`src/rtl/systolic_array_sequencer_pkg.sv`:
```
// rtl/systolic_array_sequencer_pkg.sv - shared state encoding and default sizing for the sequencer
package systolic_array_sequencer_pkg;

   typedef enum logic [2:0] {
      IDLE,
      LOAD_W,
      LOAD_X,
      COMPUTE,
      STORE,
      WAIT_RES,
      DRAIN
   } state_e;

   localparam int DEF_BITWIDTH = 4;
   localparam int DEF_N        = 2;
   localparam int DEF_TIMEOUT  = 16;

   function automatic int max_int(input int a, input int b);
      return (a > b) ? a : b;
   endfunction

endpackage

```
`src/rtl/systolic_array_sequencer.sv`:
```
// rtl/systolic_array_sequencer.sv - streams weight/input nibbles into an NxN array and returns its results
module systolic_array_sequencer
   import systolic_array_sequencer_pkg::*;
#(
   parameter int BITWIDTH       = DEF_BITWIDTH,
   parameter int OUTWIDTH       = 2 * BITWIDTH,
   parameter int N              = DEF_N,
   parameter int COMPUTE_CYCLES = 3 * N - 2,
   parameter int TIMEOUT        = DEF_TIMEOUT
) (
   input  logic                clk,
   input  logic                reset,
   input  logic                start,
   input  logic                keep_weights,
   input  logic [BITWIDTH-1:0] host_data,
   input  logic                host_valid,
   output logic                host_ready,
   output logic [BITWIDTH-1:0] sa_data,
   output logic                sa_load_weights,
   output logic                sa_load_inputs,
   output logic                sa_store_outputs,
   input  logic [OUTWIDTH-1:0] sa_results,
   input  logic                sa_valid,
   output logic [OUTWIDTH-1:0] res_data,
   output logic                res_valid,
   input  logic                res_ready,
   output logic                busy,
   output logic                err
);

   localparam int BEATS = N * N;
   localparam int BW    = $clog2(BEATS + 1);
   localparam int CW    = $clog2(max_int(COMPUTE_CYCLES, TIMEOUT) + 1);

   localparam logic [BW-1:0] LAST_BEAT = BW'(BEATS - 1);
   localparam logic [CW-1:0] LAST_COMP = CW'(COMPUTE_CYCLES - 1);
   localparam logic [CW-1:0] LAST_WAIT = CW'(TIMEOUT - 1);

   state_e              state_q, state_d;
   logic [BW-1:0]       beat_cnt_q;
   logic [BW-1:0]       res_cnt_q;
   logic [CW-1:0]       cyc_cnt_q;
   logic                weights_held_q;
   logic                host_ready_q;
   logic [BITWIDTH-1:0] sa_data_q;
   logic                sa_load_weights_q;
   logic                sa_load_inputs_q;
   logic                sa_store_q;
   logic [OUTWIDTH-1:0] res_data_q;
   logic                res_valid_q;
   logic                busy_q;
   logic                err_q;

   logic beat, last_beat;

   // host_ready_q mirrors the load states, so it doubles as the beat qualifier
   assign beat      = host_valid & host_ready_q;
   assign last_beat = beat && (beat_cnt_q == LAST_BEAT);

   always_comb begin
      state_d = state_q;
      case (state_q)
         IDLE:     if (start) state_d = (keep_weights && weights_held_q) ? LOAD_X : LOAD_W;
         LOAD_W:   if (last_beat) state_d = LOAD_X;
         LOAD_X:   if (last_beat) state_d = COMPUTE;
         COMPUTE:  if (cyc_cnt_q == LAST_COMP) state_d = STORE;
         STORE:    state_d = WAIT_RES;
         WAIT_RES: begin
            if (sa_valid)                    state_d = DRAIN;
            else if (cyc_cnt_q == LAST_WAIT) state_d = IDLE;
         end
         DRAIN: begin
            if (res_valid_q && res_ready)
               state_d = (res_cnt_q == LAST_BEAT) ? IDLE : STORE;
         end
         default:  state_d = IDLE;
      endcase
   end

   always_ff @(posedge clk or posedge reset) begin
      if (reset) begin
         state_q           <= IDLE;
         beat_cnt_q        <= '0;
         res_cnt_q         <= '0;
         cyc_cnt_q         <= '0;
         weights_held_q    <= 1'b0;
         host_ready_q      <= 1'b0;
         sa_data_q         <= '0;
         sa_load_weights_q <= 1'b0;
         sa_load_inputs_q  <= 1'b0;
         sa_store_q        <= 1'b0;
         res_data_q        <= '0;
         res_valid_q       <= 1'b0;
         busy_q            <= 1'b0;
         err_q             <= 1'b0;
      end else begin
         state_q           <= state_d;
         busy_q            <= (state_d != IDLE);
         host_ready_q      <= (state_d == LOAD_W) || (state_d == LOAD_X);
         sa_load_weights_q <= 1'b0;
         sa_load_inputs_q  <= 1'b0;
         sa_store_q        <= 1'b0;
         case (state_q)
            IDLE: begin
               if (start) begin
                  err_q      <= 1'b0;
                  beat_cnt_q <= '0;
                  res_cnt_q  <= '0;
                  cyc_cnt_q  <= '0;
               end
            end
            LOAD_W, LOAD_X: begin
               if (beat) begin
                  sa_data_q         <= host_data;
                  sa_load_weights_q <= (state_q == LOAD_W);
                  sa_load_inputs_q  <= (state_q == LOAD_X);
                  beat_cnt_q        <= last_beat ? '0 : beat_cnt_q + 1'b1;
                  if (last_beat && state_q == LOAD_W) weights_held_q <= 1'b1;
               end
            end
            COMPUTE: cyc_cnt_q <= (state_d == COMPUTE) ? cyc_cnt_q + 1'b1 : '0;
            STORE: begin
               sa_store_q <= 1'b1;
               cyc_cnt_q  <= '0;
            end
            WAIT_RES: begin
               if (sa_valid) begin
                  res_data_q  <= sa_results;
                  res_valid_q <= 1'b1;
                  cyc_cnt_q   <= '0;
               end else if (cyc_cnt_q == LAST_WAIT) begin
                  // held weights are no longer trusted after the array went silent
                  err_q          <= 1'b1;
                  weights_held_q <= 1'b0;
                  cyc_cnt_q      <= '0;
               end else begin
                  cyc_cnt_q <= cyc_cnt_q + 1'b1;
               end
            end
            DRAIN: begin
               if (res_valid_q && res_ready) begin
                  res_valid_q <= 1'b0;
                  res_cnt_q   <= res_cnt_q + 1'b1;
               end
            end
            default: ;
         endcase
      end
   end

   assign host_ready       = host_ready_q;
   assign sa_data          = sa_data_q;
   assign sa_load_weights  = sa_load_weights_q;
   assign sa_load_inputs   = sa_load_inputs_q;
   assign sa_store_outputs = sa_store_q;
   assign res_data         = res_data_q;
   assign res_valid        = res_valid_q;
   assign busy             = busy_q;
   assign err              = err_q;

endmodule

```
`config.mk`:
```
export PLATFORM = sky130hd
export DESIGN_NAME = systolic_array_sequencer
export DESIGN_NICKNAME = d
export VERILOG_FILES = /design/src/rtl/systolic_array_sequencer_pkg.sv /design/src/rtl/systolic_array_sequencer.sv
export SDC_FILE = /design/constraint.sdc
export NUM_CORES = 1
export LEC_CHECK = 0
export BUFFER_PORTS_ARGS = -buffer_cell sky130_fd_sc_hd__buf_4
export CORE_MARGIN = 3
export CORE_UTILIZATION = 49
export DETAILED_ROUTE_END_ITERATION = 10
export GPL_ROUTABILITY_DRIVEN = 0
export GPL_TIMING_DRIVEN = 0
export PLACE_DENSITY = 0.83
export SYNTH_ARGS = -nofsm -noshare
export SYNTH_HDL_FRONTEND = slang
export SYNTH_SLANG_ARGS = --single-unit
export TNS_END_PERCENT = 5
```
`constraint.sdc`:
```
create_clock -name clk -period 2.2 [get_ports clk]
set_input_delay 0.22 -clock clk [delete_from_list [all_inputs] [get_ports clk]]
set_output_delay 0.22 -clock clk [all_outputs]
set_load 0.01 [all_outputs]
```
==> run_results.csv, run 1 <==
group,metric,value,unit
critical_path,crit_required,2.46,ns
clock_tree,cts_buffers,5,
sta,tightestPinTransition,0.618,ns
routing,wirelength,3520,microns
power_and_ir_drop,p_int,0.00159,W
min_path,hold_end,"res_data[6]",
finish,multiInputGateArea,738,sq um
clock_tree,clkTransAtPathRegs,0.10,ns
critical_path,r2r_end,"host_ready",
finish,final_common_cell,"buf_4",
sta,finalHoldViolations,0,
clock_tree,cts.sinks,34,
min_path,hold_start,"sa_results[6]",
finish,area_growth,25.3,%
die,placeableCoreArea,0.00313,sq mm
sta,timing.slew.headroom,58.6,%
power_and_ir_drop,clkPwrFrac,11.9,%
grt,grt_max_degree,35,
die,start_util,52.8,%
synthesis,syn_inst,151,
power_and_ir_drop,combPwrFrac,50.4,%
sta,setup_viol,0,
critical_path,r2r_start,"cyc_cnt_q[0]",
synthesis,syn_area,0.00165,sq mm
die,rows,20,
critical_path,endpoint_kind,"flop",
finish,fin_util,66.2,%
synthesis,ys_seq_elements,34,
synthesis,postSynthNetCount,176,
place,dpl.cell_count,232,
die,die_height,64.1,microns
clock_tree,htreeDepth,2,
critical_path,crit_family,"simple AND/OR/NAND/NOR gates",
finish,n_antenna_cell,0,
clock_tree,cts_buffer_depth,2,
routing,drt-initial-drc-count,43,
grt,grt_util_all_layers,18.0,%
power_and_ir_drop,p_per_area,1270,mW/mm^2
sta,clock.fmax,0.507,GHz
routing,dr.pass1.iters,4,
routing,wl_met3,202,microns
die,die_area,0.00410,sq mm
synthesis,avgSynthCellArea,10.9,sq um
finish,nFillCells,239,
sta,timing.final.crit_share,89.6,%
critical_path,cp_cell_sequence,"ha_1 -> nand3_1 -> inv_1 -> ha_1 -> or4_4 -> o211ai_2 -> nor2_2 -> nor3_2",
critical_path,cpMaxStageDelayCell,"or4_4",
job,max_cap_viol_count,0,
min_path,hp-class,"in -> reg",
synthesis,ys.flop_type,"dfrtp_1",
power_and_ir_drop,p_seq_share,37.8,%
finish,layout_common_cells,"39 x buf_4, 34 x dfrtp_1, 15 x mux2_2",
finish,drive_gt1_share,37.6,%
power_and_ir_drop,switchingPower,0.00105,W
min_path,hold_depth,2,
critical_path,worstSetupPathType,"reg -> reg",
synthesis,ys_seq_area_share,51.5,%
finish,stdcell_count,241,
power_and_ir_drop,p_leak,0.994,nW
sta,timing.final.crit_period,1.97,ns
routing,wirelength_met1,1400,microns
routing,wire_per_inst,14.6,microns
die,ios,38,
clock_tree,root_buffer,"clkbuf_4",
synthesis,ys_types,43,
critical_path,crit_top_cell,"ha_1",
critical_path,crit_arrival,2.23,ns
critical_path,path_buf_inv,1,
clock_tree,cts.repair.resized,0,
synthesis,synth_warnings,0,
power_and_ir_drop,swShare,39.6,%
routing,antenna_left,0,
critical_path,path_max_fanout,4,
routing,highest_layer,"met4",
run_status,run_status,"finished clean",
sta,slew_violations,0,
critical_path,r2r_slack,0.23,ns
synthesis,synthArstFlopShare,100,%
place,io_buffers,37,
grt,grt_pass1_wl,5710,microns
finish,nNetsFinal,222,
sta,final.setup.tns,0,ns
power_and_ir_drop,vdd_ir_drop_max,0.550,mV
grt,grt_overflow,0,
routing,drc,0,
sta,rsz0062_at_grt,"false",
grt,antenna_found_initial,0,
die,die_x,64.1,microns
clock_tree,tritoncts,"built",
critical_path,start_kind,"flop",
grt,grt_pass1_vias,1360,
critical_path,r2r_cells,8,
clock_tree,insertion_delay,0.33,ns
routing,routed_via_density,5.61,
synthesis,synth_edf_count,0,
routing,vias,1351,
routing,wl_met2,1830,microns
critical_path,cpPeakStageDelay,0.52,ns
place,post-dp-hpwl,2640,microns
finish,seqCellArea,851,sq um
sta,fin_skew,0.00722,ns
Yosys cell counts, types with 2 or more instances:
library cell  instances  share of area [%]
dfrtp_1              34                 52
mux2_2               15                 10
nand2_1              12                2.7
nor2_1               10                2.3
a21oi_1               7                2.1
nand3_1               7                2.1
nor3_1                7                2.1
ha_1                  6                4.5
inv_1                 6                1.4
o21ai_0               4                1.2
nand2b_1              3                1.1
a221oi_1              2                1.1
a22o_1                2                1.1
and3_1                2               0.76
buf_2                 2               0.61
buf_4                 2               0.91
clkbuf_1              2               0.45
inv_2                 2               0.45
nor2b_1               2               0.76
cell families (layout without fill, tap and decap cells):
| logic type | count (synthesis) | count (layout) | synth area share (%) |
|---|---|---|---|
| compound gates | 30 | 30 | 13.3 |
| xor+xnor | 1 | 1 | 0.530 |
| fa+ha+maj | 6 | 6 | 4.55 |
| buf+inv | 14 | 60 | 3.79 |
| flops | 34 | 34 | 51.5 |
| mux | 16 | 16 | 10.8 |
| simple gates | 50 | 50 | 15.5 |
registers in the layout, summed over array words and instances, names as in the netlist:
register          flops
res_data              8
res_cnt_q             3
busy                  1
state_q               3
sa_data               4
weights_held_q        1
host_ready            1
beat_cnt_q            3
sa_store_outputs      1
sa_load_inputs        1
cyc_cnt_q             5
res_valid             1
sa_load_weights       1
err                   1
final cells by class:
class,count,area share (%)
clock buffers,5,1.81
well taps,44,2.66
multi-input cells,103,35.7
inverters,8,1.45
flip-flops and latches,34,41.1
clock inverters,2,0.484
repair buffers,39,15.2
plain buffers,6,1.57
stage by stage:
stage / cell area, sq um / power, W / hold WS [ns] / worst slack [ns]
after CTS: 2030 / 0.00262 / 0.103 / 0.221
after global placement: 1980 / 0.00224 / 0.453 / 0.285
after detailed placement: 1980 / 0.00231 / 0.458 / 0.243
after floorplan: 1650 / 0.00186 / 0.362 / 0.386
final: 2070 / 0.00264 / 0.113 / 0.229
after global routing: 2070 / 0.00282 / 0.0920 / 0.0921
worst reg2reg max path: stages, from the launching register on:
cell      delay (ns)
dfrtp_1         0.41
ha_1            0.25
nand3_1         0.12
inv_1           0.05
ha_1            0.22
or4_4           0.52
o211ai_2        0.11
nor2_2          0.08
nor3_2          0.16
worst max path at each step:
stage | cells past startpoint | startpoint | slack (ns) | endpoint
floorplan | 8 | cyc_cnt_q[0] | 0.39 | host_ready
global placement | 8 | cyc_cnt_q[0] | 0.28 | host_ready
CTS | 8 | cyc_cnt_q[0] | 0.22 | host_ready
detailed placement | 8 | cyc_cnt_q[0] | 0.24 | host_ready
finish | 8 | cyc_cnt_q[0] | 0.23 | host_ready
global route | 8 | cyc_cnt_q[0] | 0.09 | cyc_cnt_q[2]
power groups by stage:
| stage | sequential [W] | combinational, W | clock (W) |
|---|---|---|---|
| 2_1_floorplan | 0.00105 | 0.000807 | 0 |
| 3_3_place_gp | 0.000990 | 0.00125 | 0 |
| 3_5_place_dp | 0.00101 | 0.00131 | 0 |
| 4_1_cts | 0.000993 | 0.00131 | 0.000321 |
| 5_1_grt | 0.00103 | 0.00144 | 0.000349 |
| 6_report | 0.000997 | 0.00133 | 0.000313 |
routing by layer:
metal  vias up  GRT usage [%]
met2        48           30.3
met4         0           11.3
met5         -              0
li1        635              -
met1       656           19.8
met3        12           4.92
what timing repair did:
action | 4_1_cts | 5_1_grt
setup buffers | 0 | 0
endpoints found under the hold margin | 0 | 15
hold buffers | 0 | 1
Note: power is estimated with default switching activity, not from simulation.
==> run 2: changes to the inputs <==
--- a/config.mk
+++ b/config.mk
@@ -6,12 +6,13 @@
 export NUM_CORES = 1
 export LEC_CHECK = 0
 export BUFFER_PORTS_ARGS = -buffer_cell sky130_fd_sc_hd__buf_4
+export CORE_ASPECT_RATIO = 1.1
 export CORE_MARGIN = 3
 export CORE_UTILIZATION = 49
 export DETAILED_ROUTE_END_ITERATION = 10
 export GPL_ROUTABILITY_DRIVEN = 0
 export GPL_TIMING_DRIVEN = 0
-export PLACE_DENSITY = 0.83
+export PLACE_DENSITY = 0.71
 export SYNTH_ARGS = -nofsm -noshare
 export SYNTH_HDL_FRONTEND = slang
 export SYNTH_SLANG_ARGS = --single-unit
==> run_results.csv, run 2 (synthesis results as in run 1) <==
group,metric,value,unit
place,dpl.cell_count,222,
critical_path,start_kind,"flop",
finish,stdcell_count,232,
finish,nNetsFinal,222,
die,rows,21,
clock_tree,htreeDepth,2,
sta,setup_viol,0,
routing,wirelength_met1,1440,microns
grt,grt_max_degree,35,
sta,timing.slew.headroom,65.0,%
sta,timing.final.crit_share,90.6,%
min_path,hp-class,"in -> reg",
die,die_area,0.00410,sq mm
routing,routed_via_density,5.65,
power_and_ir_drop,p_leak,0.999,nW
finish,multiInputGateArea,738,sq um
critical_path,worstSetupPathType,"reg -> reg",
critical_path,crit_arrival,2.27,ns
finish,final_common_cell,"buf_4",
routing,dr.pass1.iters,4,
die,die_x,61.4,microns
critical_path,path_buf_inv,2,
routing,wirelength,3450,microns
routing,wire_per_inst,14.9,microns
clock_tree,cts_buffer_depth,2,
routing,vias,1310,
finish,largest_reg_flops,8,
run_status,run_status,"finished clean",
finish,area_growth,25.3,%
clock_tree,postCtsSetupRepairBufs,0,
critical_path,r2r_slack,0.21,ns
critical_path,endpoint_kind,"flop",
grt,grt_util_all_layers,19.4,%
finish,layout_common_cells,"39 x buf_4, 34 x dfrtp_1, 15 x mux2_2",
finish,drive_gt1_share,37.4,%
critical_path,cp_cell_sequence,"ha_1 -> nand3_1 -> inv_1 -> ha_1 -> inv_1 -> o21ai_0 -> a221oi_1 -> a41o_1 -> nand2b_1",
sta,tightestPinTransition,0.522,ns
critical_path,crit_family,"compound AO/OA/AOI/OAI gates",
grt,antenna_found_initial,0,
sta,timing.final.crit_period,1.99,ns
grt,grt_overflow,0,
finish,seqCellArea,851,sq um
sta,finalHoldViolations,0,
finish,n_antenna_cell,0,
routing,antenna_left,0,
clock_tree,root_buffer,"clkbuf_4",
die,die_height,66.9,microns
sta,fin_ws,0.207,ns
routing,highest_layer,"met4",
finish,nFillCells,265,
routing,drc,0,
clock_tree,cts.repair.resized,0,
place,io_buffers,37,
die,start_util,52.8,%
grt,grt_pass1_vias,1310,
sta,final.setup.tns,0,ns
clock_tree,clkTransAtPathRegs,0.10,ns
clock_tree,cts.sinks,34,
grt,grt_pass1_wl,5770,microns
place,post-dp-hpwl,2600,microns
routing,drt-initial-drc-count,85,
finish,fin_util,66.2,%
sta,fin_skew,0.00501,ns
critical_path,cpMaxStageDelayCell,"a221oi_1",
clock_tree,cts_buffers,5,
job,max_cap_viol_count,0,
sta,rsz0062_at_grt,"false",
clock_tree,tritoncts,"built",
sta,clock.fmax,0.502,GHz
critical_path,path_max_fanout,4,
die,placeableCoreArea,0.00313,sq mm
critical_path,cpPeakStageDelay,0.46,ns
power_and_ir_drop,vdd_ir_drop_max,0.650,mV
die,ios,38,
place,place_ws,0.246,ns
routing,wl_met3,201,microns
routing,wl_met2,1730,microns
clock_tree,insertion_delay,0.34,ns
sta,slew_violations,0,
critical_path,crit_required,2.48,ns
power_and_ir_drop,p_per_area,1280,mW/mm^2
==> run 2: where the power goes <==
part           total [W]  switching (W)  leakage [nW]  internal (W)
Sequential      0.000993       0.000142         0.440      0.000851
Clock           0.000359       0.000204        0.0353      0.000155
Combinational    0.00130       0.000679         0.524      0.000626
==> run 2: path summary, 6_finish.rpt <==
| path | start | endpoint | depth (start not counted) |
|---|---|---|---|
| max in group asynchronous | reset | cyc_cnt_q[4] | 4 |
| worst max-delay path | cyc_cnt_q[0] | busy | 9 |
| worst max register to register | cyc_cnt_q[0] | busy | 9 |
| worst min-delay path | sa_results[6] | res_data[6] | 2 |
| min in group asynchronous | reset | state_q[0] | 3 |
| worst min register to register | res_cnt_q[2] | res_cnt_q[2] | 2 |
==> run 2: repair_timing <==
action                     CTS  global route
setup endpoints to repair    0             0
hold buffers                 0             1
hold endpoints to repair     0            12
==> run 2: cell type report <==
cell class                      count  area share (%)
Inverter                            8            1.45
Tap cell                           34            2.06
Clock inverter                      1           0.242
Sequential cell                    34            41.1
Clock buffer                        7            2.66
Buffer                              6            1.57
Timing Repair Buffer               39            15.2
Multi-Input combinational cell    103            35.7
==> run 2: metal layers <==
metal	up-vias	global-route usage [%]
li1	640	-
met3	10	6.20
met2	41	30.4
met1	619	23.6
met4	0	9.81
met5	-	0
==> run 2: per-stage QoR <==
stage	area, sq um	hold slack [ns]	total power [W]
2_1_floorplan	1650	0.362	0.00186
3_3_place_gp	1970	0.453	0.00226
3_5_place_dp	1970	0.456	0.00230
4_1_cts	2030	0.0868	0.00267
5_1_grt	2070	0.0813	0.00288
6_report	2070	0.106	0.00266
==> run 2: worst reg2reg max path, delay by kind of cell (launching register included) <==
kind / cells / cell delay (ns)
AO/OA/AOI/OAI: 3 / 0.71
adder cells (fa/ha/maj): 2 / 0.46
buffers and inverters: 2 / 0.11
flip-flops: 1 / 0.41
AND/OR/NAND/NOR: 2 / 0.24
==> run 3: changes to the inputs <==
==> constraint.sdc (replaced) <==
create_clock -name clk -period 1.9 [get_ports clk]
set_input_delay 0.19 -clock clk [delete_from_list [all_inputs] [get_ports clk]]
set_output_delay 0.19 -clock clk [all_outputs]
set_load 0.01 [all_outputs]
==> run_results.csv, run 3 (synthesis results as in run 1) <==
group,metric,value,unit
sta,slew_violations,0,
grt,grt_max_degree,35,
clock_tree,clkTransAtPathRegs,0.10,ns
sta,clock.fmax,0.557,GHz
routing,drc,0,
job,max_cap_viol_count,0,
sta,timing.slew.headroom,65.0,%
finish,nFillCells,255,
finish,nNetsFinal,224,
clock_tree,root_buffer,"clkbuf_4",
finish,multiInputGateArea,778,sq um
critical_path,crit_required,2.13,ns
min_path,hold_depth,2,
critical_path,crit_arrival,2.02,ns
critical_path,cpMaxStageDelayCell,"dfrtp_1",
critical_path,endpoint_kind,"flop",
place,dpl.cell_count,222,
grt,grt_pass1_vias,1306,
critical_path,r2r_slack,0.10,ns
grt,antenna_found_initial,0,
grt,grt_overflow,0,
grt,use_met1,24.5,%
finish,largest_reg_flops,8,
grt,busiest_layer,"met2",
finish,final_common_cell,"buf_4",
power_and_ir_drop,vdd_ir_drop_max,0.752,mV
power_and_ir_drop,p_leak,1.01,nW
routing,antenna_left,0,
die,die_height,66.9,microns
finish,finalInstanceArea,0.00212,sq mm
critical_path,path_max_fanout,5,
critical_path,cpPeakStageDelay,0.41,ns
finish,area_growth,28.6,%
run_status,run_status,"finished clean",
grt,grt_use_met2,30.8,%
routing,dr.pass1.iters,4,
routing,drt-initial-drc-count,53,
die,start_util,52.8,%
die,rows,21,
grt,grt_pass1_wl,5870,microns
routing,routed_via_density,5.69,
grt,grt_util_all_layers,19.8,%
finish,drive_gt1_share,42.0,%
sta,timing.final.crit_period,1.80,ns
min_path,hold_end,"res_data[6]",
sta,tightestPinTransition,0.522,ns
sta,finalHoldViolations,0,
sta,rsz0062_at_grt,"true",
die,die_area,0.00410,sq mm
critical_path,worstSetupPathType,"reg -> reg",
clock_tree,insertion_delay,0.34,ns
finish,n_antenna_cell,0,
power_and_ir_drop,p_per_area,1480,mW/mm^2
grt,gr-usage-met3,6.01,%
clock_tree,cts.sinks,34,
critical_path,start_kind,"flop",
sta,timing.final.crit_share,94.5,%
critical_path,r2r_cells,7,
min_path,hp-class,"in -> reg",
sta,hold_ws,0.0742,ns
sta,fin_skew,0.00579,ns
min_path,hold_start,"sa_results[6]",
critical_path,r2r_start,"beat_cnt_q[0]",
die,placeableCoreArea,0.00313,sq mm
routing,wire_per_inst,15.3,microns
routing,wirelength,3570,microns
clock_tree,cts_buffer_depth,2,
place,placed_area,0.00197,sq mm
die,ios,38,
finish,seqCellArea,851,sq um
finish,layout_common_cells,"41 x buf_4, 34 x dfrtp_1, 15 x mux2_2",
critical_path,r2r_end,"busy",
clock_tree,htreeDepth,2,
clock_tree,cts_buffers,5,
clock_tree,tritoncts,"built",
finish,stdcell_count,234,
routing,vias,1332,
place,io_buffers,37,
place,post-dp-hpwl,2600,microns
die,die_x,61.4,microns
sta,setup_viol,0,
critical_path,cp_cell_sequence,"ha_1 -> and4b_1 -> clkbuf_1 -> a211oi_2 -> o221ai_2 -> nor2_2 -> nand2b_1",
[run 3: metal layers]
layer	part of all wire [%]	up-vias
li1	-	645
met1	41	638
met2	51	38
met3	5.1	11
met4	2.5	0
met5	0	-
[run 3: layout make-up]
class                      count  share of cell area [%]
inverter                       8                    1.41
clock buffer                   7                    2.59
buffer                         6                    1.53
tap                           34                    2.00
clock inverter                 1                   0.236
sequential                    34                    40.0
multi-input combinational    103                    36.6
timing repair buffer          41                    15.5
[run 3: worst max-delay path, delay by kind of cell, from the launching register on]
family	cells	cell delay, ns
compound gates	2	0.41
fa+ha+maj	1	0.22
buf+inv	1	0.18
flops	1	0.41
simple gates	3	0.46
[run 3: timing repair]
action,CTS,global route
pin swaps,1,4
setup buffers,2,0
gates cloned,0,0
gates resized for setup,4,6
endpoints found under the setup margin,6,6
hold endpoints to repair,0,12
hold buffers,0,1
[run 3: metrics by stage]
step	TNS [ns]	worst slack, ns	total power, W	util, %
6_report	0	0.104	0.00315	67.9
5_1_grt	-0.00264	-0.00264	0.00341	67.9
4_1_cts	0	0.00289	0.00313	66.0
3_5_place_dp	-0.141	-0.0539	0.00266	63.1
3_3_place_gp	-0.102	-0.0672	0.00261	63.1
2_1_floorplan	0	0.0864	0.00215	-
[run 3: how the worst max path moves through the flow]
stage                  startpoint  depth (start not counted)         end  slack [ns]
floorplan            cyc_cnt_q[0]                          8  host_ready        0.09
global placement     cyc_cnt_q[0]                          9        busy       -0.07
detailed placement   cyc_cnt_q[0]                          9        busy       -0.05
CTS                  cyc_cnt_q[0]                          8  host_ready       0.003
global route        beat_cnt_q[0]                          7        busy      -0.003
finish              beat_cnt_q[0]                          7        busy        0.10
[run 3: power by group]
| part | total, W | switching (W) | internal, W |
|---|---|---|---|
| clock | 0.000418 | 0.000239 | 0.000179 |
| combinational | 0.00158 | 0.000819 | 0.000760 |
| sequential | 0.00115 | 0.000165 | 0.000985 |
| total | 0.00315 | 0.00122 | 0.00192 |
